$ cat src/rtl/mem_access_unit_if.sv
// Data-bus interface between the ME-stage memory access unit (master) and the
// data memory or interconnect (slave), using a req/gnt/rvalid handshake.
interface mem_access_unit_if;
    logic        req;
    logic        we;
    logic [31:0] addr;
    logic [31:0] wdata;
    logic [3:0]  be;
    logic        gnt;
    logic        rvalid;
    logic [31:0] rdata;

    modport master (
        output req, we, addr, wdata, be,
        input  gnt, rvalid, rdata
    );

    modport slave (
        input  req, we, addr, wdata, be,
        output gnt, rvalid, rdata
    );
endinterface

$ cat src/rtl/mem_access_unit.sv
// RV32I memory stage: issues loads/stores on the data bus, aligns and extends
// load data, stalls upstream while busy, and flags misalignment and bus timeouts.
module mem_access_unit #(
    parameter int unsigned TIMEOUT_CYCLES = 255,
    parameter int unsigned CNT_W          = 8
) (
    input  logic                     clk,
    input  logic                     rst_n,
    input  logic [31:0]              ALU_result_M,
    input  logic [31:0]              write_data_M,
    input  logic [1:0]               wb_ctrl_M,
    input  logic                     we_mem_M,
    input  logic [2:0]               ls_type_M,
    input  logic [31:0]              PC_M,
    mem_access_unit_if.master        dbus,
    output logic [31:0]              load_data_M,
    output logic                     stall_M,
    output logic                     misalign_exc,
    output logic                     bus_err,
    output logic [31:0]              exc_pc
);

    typedef enum logic [1:0] {IDLE, REQ, WAIT, DONE} state_t;

    state_t           state;
    logic [CNT_W-1:0] cnt;
    logic [2:0]       ls_type_q;
    logic [1:0]       offset_q;

    logic        access;
    logic        misaligned;
    logic        start;
    logic        timeout_hit;
    logic [3:0]  be_nxt;
    logic [31:0] wdata_nxt;
    logic [31:0] rdata_shift;
    logic [15:0] half_sel;
    logic [31:0] load_ext;

    assign access       = we_mem_M | (wb_ctrl_M == 2'b01);
    assign misalign_exc = (state == IDLE) & access & misaligned;
    assign start        = (state == IDLE) & access & ~misaligned;
    // Reset gates the stall so the pipeline is released even while a held
    // instruction still presents an access.
    assign stall_M      = rst_n & (start | (state == REQ) | (state == WAIT));
    assign timeout_hit  = (cnt == CNT_W'(TIMEOUT_CYCLES - 1));

    always_comb begin
        // NOTE: every output of this block gets a default first, so no latch is inferred.
        misaligned = 1'b0;
        case (ls_type_M)
            3'b001, 3'b101: misaligned = ALU_result_M[0];
            3'b010:         misaligned = |ALU_result_M[1:0];
            default:        misaligned = 1'b0;
        endcase
    end

    // Store lane steering; loads always read the full word.
    always_comb begin
        be_nxt    = 4'b1111;
        wdata_nxt = write_data_M;
        if (we_mem_M) begin
            case (ls_type_M[1:0])
                2'b00: begin
                    be_nxt    = 4'b0001 << ALU_result_M[1:0];
                    wdata_nxt = {4{write_data_M[7:0]}};
                end
                2'b01: begin
                    be_nxt    = ALU_result_M[1] ? 4'b1100 : 4'b0011;
                    wdata_nxt = {2{write_data_M[15:0]}};
                end
                default: begin
                    be_nxt    = 4'b1111;
                    wdata_nxt = write_data_M;
                end
            endcase
        end
    end

    assign rdata_shift = dbus.rdata >> {offset_q, 3'b000};
    assign half_sel    = offset_q[1] ? dbus.rdata[31:16] : dbus.rdata[15:0];

    always_comb begin
        load_ext = dbus.rdata;
        case (ls_type_q)
            3'b000:  load_ext = {{24{rdata_shift[7]}}, rdata_shift[7:0]};
            3'b001:  load_ext = {{16{half_sel[15]}}, half_sel};
            3'b100:  load_ext = {24'b0, rdata_shift[7:0]};
            3'b101:  load_ext = {16'b0, half_sel};
            default: load_ext = dbus.rdata;
        endcase
    end

    always_ff @(posedge clk or negedge rst_n) begin
        if (!rst_n) begin
            state       <= IDLE;
            cnt         <= '0;
            ls_type_q   <= '0;
            offset_q    <= '0;
            dbus.req    <= 1'b0;
            dbus.we     <= 1'b0;
            dbus.addr   <= '0;
            dbus.wdata  <= '0;
            dbus.be     <= '0;
            load_data_M <= '0;
            bus_err     <= 1'b0;
            exc_pc      <= '0;
        end else begin
            // NOTE: all sequential state uses non-blocking assignments so every
            // branch sees the pre-edge values regardless of statement order.
            bus_err <= 1'b0;
            if (misalign_exc) exc_pc <= PC_M;

            case (state)
                IDLE: begin
                    cnt <= '0;
                    if (start) begin
                        state      <= REQ;
                        dbus.req   <= 1'b1;
                        dbus.we    <= we_mem_M;
                        dbus.addr  <= {ALU_result_M[31:2], 2'b00};
                        dbus.wdata <= wdata_nxt;
                        dbus.be    <= be_nxt;
                        ls_type_q  <= ls_type_M;
                        offset_q   <= ALU_result_M[1:0];
                    end
                end
                REQ: begin
                    cnt <= cnt + CNT_W'(1);
                    if (dbus.gnt) begin
                        dbus.req <= 1'b0;
                        state    <= dbus.we ? DONE : WAIT;
                    end else if (timeout_hit) begin
                        dbus.req    <= 1'b0;
                        bus_err     <= 1'b1;
                        exc_pc      <= PC_M;
                        load_data_M <= '0;
                        state       <= DONE;
                    end
                end
                WAIT: begin
                    cnt <= cnt + CNT_W'(1);
                    if (dbus.rvalid) begin
                        load_data_M <= load_ext;
                        state       <= DONE;
                    end else if (timeout_hit) begin
                        bus_err     <= 1'b1;
                        exc_pc      <= PC_M;
                        load_data_M <= '0;
                        state       <= DONE;
                    end
                end
                DONE: begin
                    cnt   <= '0;
                    state <= IDLE;
                end
                default: begin
                    cnt   <= '0;
                    state <= IDLE;
                end
            endcase
        end
    end

endmodule

$ cat src/flat_wrapper.sv
// flat-port wrapper written by rule: the top's interface ports become plain ports
module mem_access_unit_flat 
#(
    parameter int unsigned TIMEOUT_CYCLES = 255,
    parameter int unsigned CNT_W          = 8
)
  (clk, rst_n, ALU_result_M, write_data_M, wb_ctrl_M, we_mem_M, ls_type_M, PC_M, load_data_M, stall_M, misalign_exc, bus_err, exc_pc, dbus_req, dbus_we, dbus_addr, dbus_wdata, dbus_be, dbus_gnt, dbus_rvalid, dbus_rdata);
  mem_access_unit_if dbus_i ();
  input  logic clk;
  input  logic rst_n;
  input  logic [31:0] ALU_result_M;
  input  logic [31:0] write_data_M;
  input  logic [1:0] wb_ctrl_M;
  input  logic we_mem_M;
  input  logic [2:0] ls_type_M;
  input  logic [31:0] PC_M;
  output logic [31:0] load_data_M;
  output logic stall_M;
  output logic misalign_exc;
  output logic bus_err;
  output logic [31:0] exc_pc;
  output wire logic [$bits(dbus_i.req)-1:0] dbus_req;
  output wire logic [$bits(dbus_i.we)-1:0] dbus_we;
  output wire logic [$bits(dbus_i.addr)-1:0] dbus_addr;
  output wire logic [$bits(dbus_i.wdata)-1:0] dbus_wdata;
  output wire logic [$bits(dbus_i.be)-1:0] dbus_be;
  input wire logic [$bits(dbus_i.gnt)-1:0] dbus_gnt;
  input wire logic [$bits(dbus_i.rvalid)-1:0] dbus_rvalid;
  input wire logic [$bits(dbus_i.rdata)-1:0] dbus_rdata;
  assign dbus_req = dbus_i.req;
  assign dbus_we = dbus_i.we;
  assign dbus_addr = dbus_i.addr;
  assign dbus_wdata = dbus_i.wdata;
  assign dbus_be = dbus_i.be;
  assign dbus_i.gnt = dbus_gnt;
  assign dbus_i.rvalid = dbus_rvalid;
  assign dbus_i.rdata = dbus_rdata;
  mem_access_unit #(.TIMEOUT_CYCLES(TIMEOUT_CYCLES), .CNT_W(CNT_W)) u_core (.clk(clk), .rst_n(rst_n), .ALU_result_M(ALU_result_M), .write_data_M(write_data_M), .wb_ctrl_M(wb_ctrl_M), .we_mem_M(we_mem_M), .ls_type_M(ls_type_M), .PC_M(PC_M), .dbus(dbus_i), .load_data_M(load_data_M), .stall_M(stall_M), .misalign_exc(misalign_exc), .bus_err(bus_err), .exc_pc(exc_pc));
endmodule
$ cat config.mk
export PLATFORM = sky130hd
export DESIGN_NAME = mem_access_unit_flat
export DESIGN_NICKNAME = d
export VERILOG_FILES = /design/src/rtl/mem_access_unit_if.sv /design/src/rtl/mem_access_unit.sv /design/src/flat_wrapper.sv
export SDC_FILE = /design/constraint.sdc
export NUM_CORES = 1
export LEC_CHECK = 0
export BUFFER_PORTS_ARGS = -buffer_cell sky130_fd_sc_hd__buf_4
export CAP_MARGIN = 20
export CORE_UTILIZATION = 25
export CTS_CLUSTER_DIAMETER = 30
export DETAILED_ROUTE_END_ITERATION = 6
export PLACE_DENSITY_LB_ADDON = 0.25
export RECOVER_POWER = 50
export SLEW_MARGIN = 20
export SYNTH_ARGS = -nofsm -noshare
export SYNTH_HDL_FRONTEND = slang
export SYNTH_SLANG_ARGS = --single-unit
$ cat constraint.sdc
create_clock -name clk -period 1.7 [get_ports clk]
set_input_delay 0.34 -clock clk [delete_from_list [all_inputs] [get_ports clk]]
set_output_delay 0.34 -clock clk [all_outputs]
set_load 0.05 [all_outputs]
* After elaboration in Yosys (flattened, before gate mapping)
Index checks and enable logic that the tools add are counted.
** Storage, ports and cells
- Output and inout bits :: 137
- Bits of input ports :: 138
- Flip-flop bits (word level) :: 148
- Logic and storage cells :: 82
** Cells by class
- Muxes and demuxes :: 32
- Eq/ne operators :: 15
- Reduce and logical (&&, ||, !) cells :: 12
- Add/sub/neg operators :: 1
- Bitwise logic cells :: 8
- Shifts and indexed selects :: 2
** Operators with widths (count)
- 32-bit two-way mux :: 8
- 32-bit case mux with 2 select lines :: 3
- 32-bit case mux with 4 select lines :: 1
- 32-bit by 5-bit >> shifter with 8-bit output :: 1
- 16-bit two-way mux :: 1
- 8-bit case mux with 2 select lines :: 1
- 3-bit == test, second input constant :: 3
- 8-bit by 1-bit adder with 8-bit output, second input constant :: 1
- 8-bit == test, second input constant :: 1
- 2-bit two-way mux :: 4
- 4-bit two-way mux :: 2
- 2-bit case mux with 4 select lines :: 1
- 4-bit case mux with 2 select lines :: 1
- 2-bit OR reduction :: 4
- 1-bit two-way mux :: 7
- 2-bit by 1-bit == test with 1-bit output, second input constant :: 3
- 3-bit by 1-bit == test with 1-bit output, second input constant :: 2
- 1-bit case mux with 2 select lines :: 3
- 1-bit bitwise AND :: 4
- 2-bit == test, second input constant :: 2
- 2-bit zero test :: 2
- 2-bit AND reduction :: 2
- 2-bit nonzero test :: 2
- 1-bit by 2-bit << shifter with 4-bit output, first input constant :: 1
- 8 further kinds :: 10

* Logic depth before layout (Yosys ltp)
- Word-level depth :: 8
- Mapped depth :: 8
- Mapped depth without buffers :: 7

* Worst setup path after synthesis
Ideal clock, no wire load.
- Kind :: register -> register
- Start point :: register u_core.state[0]
- End point :: register u_core.exc_pc[0]
- Buffers on the path :: 1
- Data arrival time :: 2041 ps
- Period minus slack after synthesis :: 2162 ps
- Cell stages (with the launch flop) :: 8
- Path slack :: -462 ps
- Library setup time :: 121 ps
- Required time :: 1579 ps
- Path through :: dfrtp_1 -> inv_1 -> ha_1 -> o21ai_1 -> nor2_1 -> nor2_2 -> buf_2 -> a22o_1
** On the way
- Word-level cells in the longest chain between the ends :: 7
- Elaborated cells between the ends (all ways) :: 10
- Those cells by class :: 2 x eq/ne; 5 x mux; 2 x bitwise; 1 x reduce/logical
** RTL lines
- start, declared :: line mem_access_unit.sv:25 : state_t state;
- start signal, assigned :: line mem_access_unit.sv:132 : state <= dbus.we ? DONE : WAIT;
- 2-bit zero test * :: line mem_access_unit.sv:41 : assign misalign_exc = (state == IDLE) & access & misaligned;
- 1-bit bitwise AND * (2 in a row) :: line mem_access_unit.sv:41
- via misalign_exc :: line flat_wrapper.sv:19 : output logic misalign_exc;
- 32-bit two-way mux * :: line mem_access_unit.sv:112 : if (misalign_exc) exc_pc <= PC_M;
- 32-bit two-way mux :: line mem_access_unit.sv:133, mem_access_unit.sv:146
- 32-bit two-way mux (on tied branches) :: line mem_access_unit.sv:143, mem_access_unit.sv:130
- 32-bit case mux with 2 select lines * :: line mem_access_unit.sv:114 : case (state)
- end signal, assigned :: line mem_access_unit.sv:112
- end signal, assigned :: line mem_access_unit.sv:136 : exc_pc <= PC_M;
- end signal, assigned :: line mem_access_unit.sv:148 : exc_pc <= PC_M;
- end, declared :: line mem_access_unit.sv:20 : output logic [31:0] exc_pc
Mark *: on every way through the listed nets, which the timed path passes. The rest lies on a longest branch.
A chain may end at the register's enable or synchronous reset.

* Final worst setup path
- Start point :: register u_core.state[1]
- End point :: output stall_M
** On the way
- Word-level cells in the longest chain between the ends :: 6
- Elaborated cells between the ends (all ways) :: 8
- Those cells by class :: 2 x eq/ne; 5 x bitwise; 1 x reduce/logical
** RTL lines
- 2-bit zero test :: line mem_access_unit.sv:42 : assign start = (state == IDLE) & access & ~misaligned;
- 1-bit bitwise AND (2 in a row) :: line mem_access_unit.sv:42
- 1-bit OR :: line mem_access_unit.sv:45 : assign stall_M = rst_n & (start | (state == REQ) | (state == WAIT));
- 1-bit OR * :: line mem_access_unit.sv:45
- 1-bit bitwise AND * :: line mem_access_unit.sv:45
- end, declared :: line flat_wrapper.sv:18 : output logic stall_M;
Mark *: on every way between the ends. The rest lies on a longest branch, timed or not.

==> out/results.tsv <==
stage	metric	value	unit
outcome	status	finished, violations left	
outcome	violations	setup timing	
clocking	cts.sinks	148	
synth	synth_top_area_share	54.6	%
placement	placed_cell_area	0.00976	mm2
global_route	grt_pass1_wl	37.2	mm
clocking	cts_root_buf	clkbuf_16	
synth	syn_area	0.00678	mm2
power_and_ir_drop	fin_total_pwr	24.0	mW
die	num_io_pins	275	
setup_path	critPathLaunchType	flop	
clocking	cts_buffers	17	
synth	synthTopCellsByCount	nand2_1 (209), dfrtp_1 (148), nor2_1 (38)	
route	via_per_inst	4.57	
global_route	grt_usage	17.1	%
route	drt_pass1_iterations	6	
synth	synth-main-ff-cell	dfrtp_1	
synth	synth.largest_area_cell	dfrtp_1	
timing	slew_viol_final	0	
cells_and_area	antennaDiodeCount	0	
synth	async_flop_share	100	%
die	dieArea	0.0278	mm2
synth	synth.yosys.seq_area_share	54.6	%
timing	worst_slack	-0.356	ns
route	wl_per_cell	16.7	um
clocking	htreeDepth	4	
setup_path	endpoint_kind	output pin	
synth	synth_edf_count	0	
power_and_ir_drop	p_int	12.1	mW
route	ant_nets	0	
global_route	grt_pass1_vias	6686	
route	dr.first_iter.drc_count	464	
die	die_h	167	um
timing	timing.fmax	0.486	GHz
route	via_count	6397	
hold_path	hold_path.class	in -> reg	
global_route	grt-ovfl-total	0	
global_route	grtUsageMet2	27.5	%
clocking	worstSkewPairLatency	0.42	ns
cells_and_area	fin_area	0.0109	mm2
route	drc	0	
global_route	met1_usage	22.6	%
power_and_ir_drop	irDropWorstVdd	0.000972	V
die	rows	59	
synth	yosysWarnings	0	
placement	port_buffers	272	
setup_path	cp.required	1.36	ns
cells_and_area	nNetsFinal	1197	
synth	synth.avg_cell_area	9.57	um2
timing	period_minus_slack	2.06	ns
power_and_ir_drop	p_per_area	2210	mW/mm2
placement	place_hpwl	16.3	mm
timing	clock_skew	0.00851	ns
power_and_ir_drop	power_frac_clock	16.0	%
synth	ys_ff_latch	148	
die	die_w	167	um
timing	relSlewSlack	50.9	%
power_and_ir_drop	total_leakage_power	5.43	nW
timing	rsz0062_at_grt	true	
die	core	0.0264	mm2
setup_path	path_max_fanout	4	
setup_path	arrival	1.72	ns
clocking	cts_buffer_depth	2	
die	start_util	25.7	%
synth	synthCells	709	
cells_and_area	area_growth_syn_to_layout	60.5	%
timing	worst_pin_slew	0.736	ns
setup_path	path_class	reg -> out	
placement	place_congestion	0.834	
global_route	busiest_layer	met2	
clocking	clkTransAtPathRegs	0.07	ns
synth	yosys.cell_count.top_type	nand2_1	
timing	period_share	121	%
global_route	use_met3	4.92	%
global_route	antenna_found_initial	0	
timing	finalHoldViolations	0	
power_and_ir_drop	power.share.sequential	25.4	%
timing	setup_viol	66	
global_route	grt_max_degree	121	
run	maxCapViolCount	0	
route	wirelength	23.4	mm
power_and_ir_drop	p_comb_share	58.6	%
synth	yosysUniqueCellTypes	53	
synth	synthTopCellsByArea	dfrtp_1 (55%), nand2_1 (12%), a22o_1 (3.9%), nand3_1 (2.7%), a211oi_1 (2.4%)	
power_and_ir_drop	power.switching	11.9	mW
power_and_ir_drop	power_switching_share	49.5	%
cells_and_area	drive_gt1_share	44.3	%
clocking	cts_tree	yes	
## critical path, stage by stage (launching register included)
cell and delay, ns:
dfrtp_1 0.40, buf_6 0.13, ha_4 0.16, buf_6 0.12, o31a_4 0.34, buf_8 0.15
## stage by stage
stage	cells	hold WS [ns]	setup WS (ns)	TNS (ns)	util, %
2_1_floorplan	710	0.0444	-0.149	-6.69	-
3_3_place_gp	1347	0.448	-0.284	-22.71	37.0
3_5_place_dp	1347	0.446	-0.308	-25.59	37.0
4_1_cts	1394	0.0815	-0.382	-8.68	40.9
5_1_grt	1400	0.0880	-0.409	-11.38	41.3
6_report	1400	0.104	-0.356	-6.92	41.3
## kinds of logic (layout without fill, tap and decap cells)
group	after synthesis	after routing	share of synthesized area, %
mux	11	11	1.97
buf+inv	52	407	3.91
fa+ha+maj	7	7	1.29
other cells	1	2	0.0553
flops	148	148	54.6
compound gates	150	150	15.8
simple gates	334	334	21.6
xor+xnor	6	6	0.775
## registers in the layout, indices dropped and copies added, names as in the netlist
name and count:
u_core.cnt 8, u_core.dbus.addr 30, u_core.dbus.be 4, u_core.state 2, u_core.offset_q 2, u_core.dbus.req 1, u_core.exc_pc 32, u_core.ls_type_q 3
u_core.bus_err 1, u_core.dbus.wdata 32, u_core.dbus.we 1, u_core.load_data_M 32
## cell usage in the layout, fill, tap and decap left out, drive strengths merged, types with 5 or more instances in the layout
cell and instances:
nor2b 26, ha 7, xnor2 5, inv 14, nand3 36, clkbuf 19, and3 5, buf 368
nor2 39, a21oi 32, o41ai 7, and2 7, mux2 9, o21ai 28, nand2 209, dfrtp 148
a31oi 12, a22o 32, a211oi 22
## cell type report
class,instances,area (um2)
clock buffer,17,425
clock inverter,15,161
fill,2630,15500
inverter,4,15.0
multi-input combinational,510,3120
sequential,148,3700
tap,335,419
timing repair buffer,371,3050
## what timing repair did
action / 4_1_cts / 5_1_grt
gates cloned: 4 / 0
endpoints found under the hold margin: 28 / 0
setup endpoints to repair: 67 / 114
setup buffers: 12 / 6
gates resized for setup: 80 / 16
pin swaps: 11 / 7
hold buffers: 1 / 0
## power groups by stage
stage | clock, mW | sequential (mW) | combinational, mW
final | 3.84 | 6.11 | 14.1
after global routing | 4.12 | 6.32 | 15.0
after CTS | 3.99 | 6.11 | 14.0
after detailed placement | 0 | 6.08 | 13.2
after global placement | 0 | 6.09 | 13.1
after floorplan | 0 | 11.0 | 3.58
## worst paths after layout
kind,cells past startpoint,startpoint,slack (ns),end
worst min register to register,2,u_core.dbus.addr[23],0.48,u_core.dbus.addr[23]
min in group asynchronous,3,rst_n,0.85,u_core.dbus.req
worst min-delay path,3,ALU_result_M[4],0.10,u_core.dbus.addr[4]
max in group asynchronous,3,rst_n,0.28,u_core.dbus.addr[27]
worst max-delay path,5,u_core.state[1],-0.36,stall_M
worst max register to register,9,u_core.cnt[0],-0.18,u_core.exc_pc[26]
## per-layer routing
layer  vias to the layer above  part of all wire, %
met4                         0                 0.93
met2                       226                   47
met5                         -                    0
li1                       3123                    -
met1                      3035                   45
met3                        13                  7.0
(Power assumes the default switching activity.)
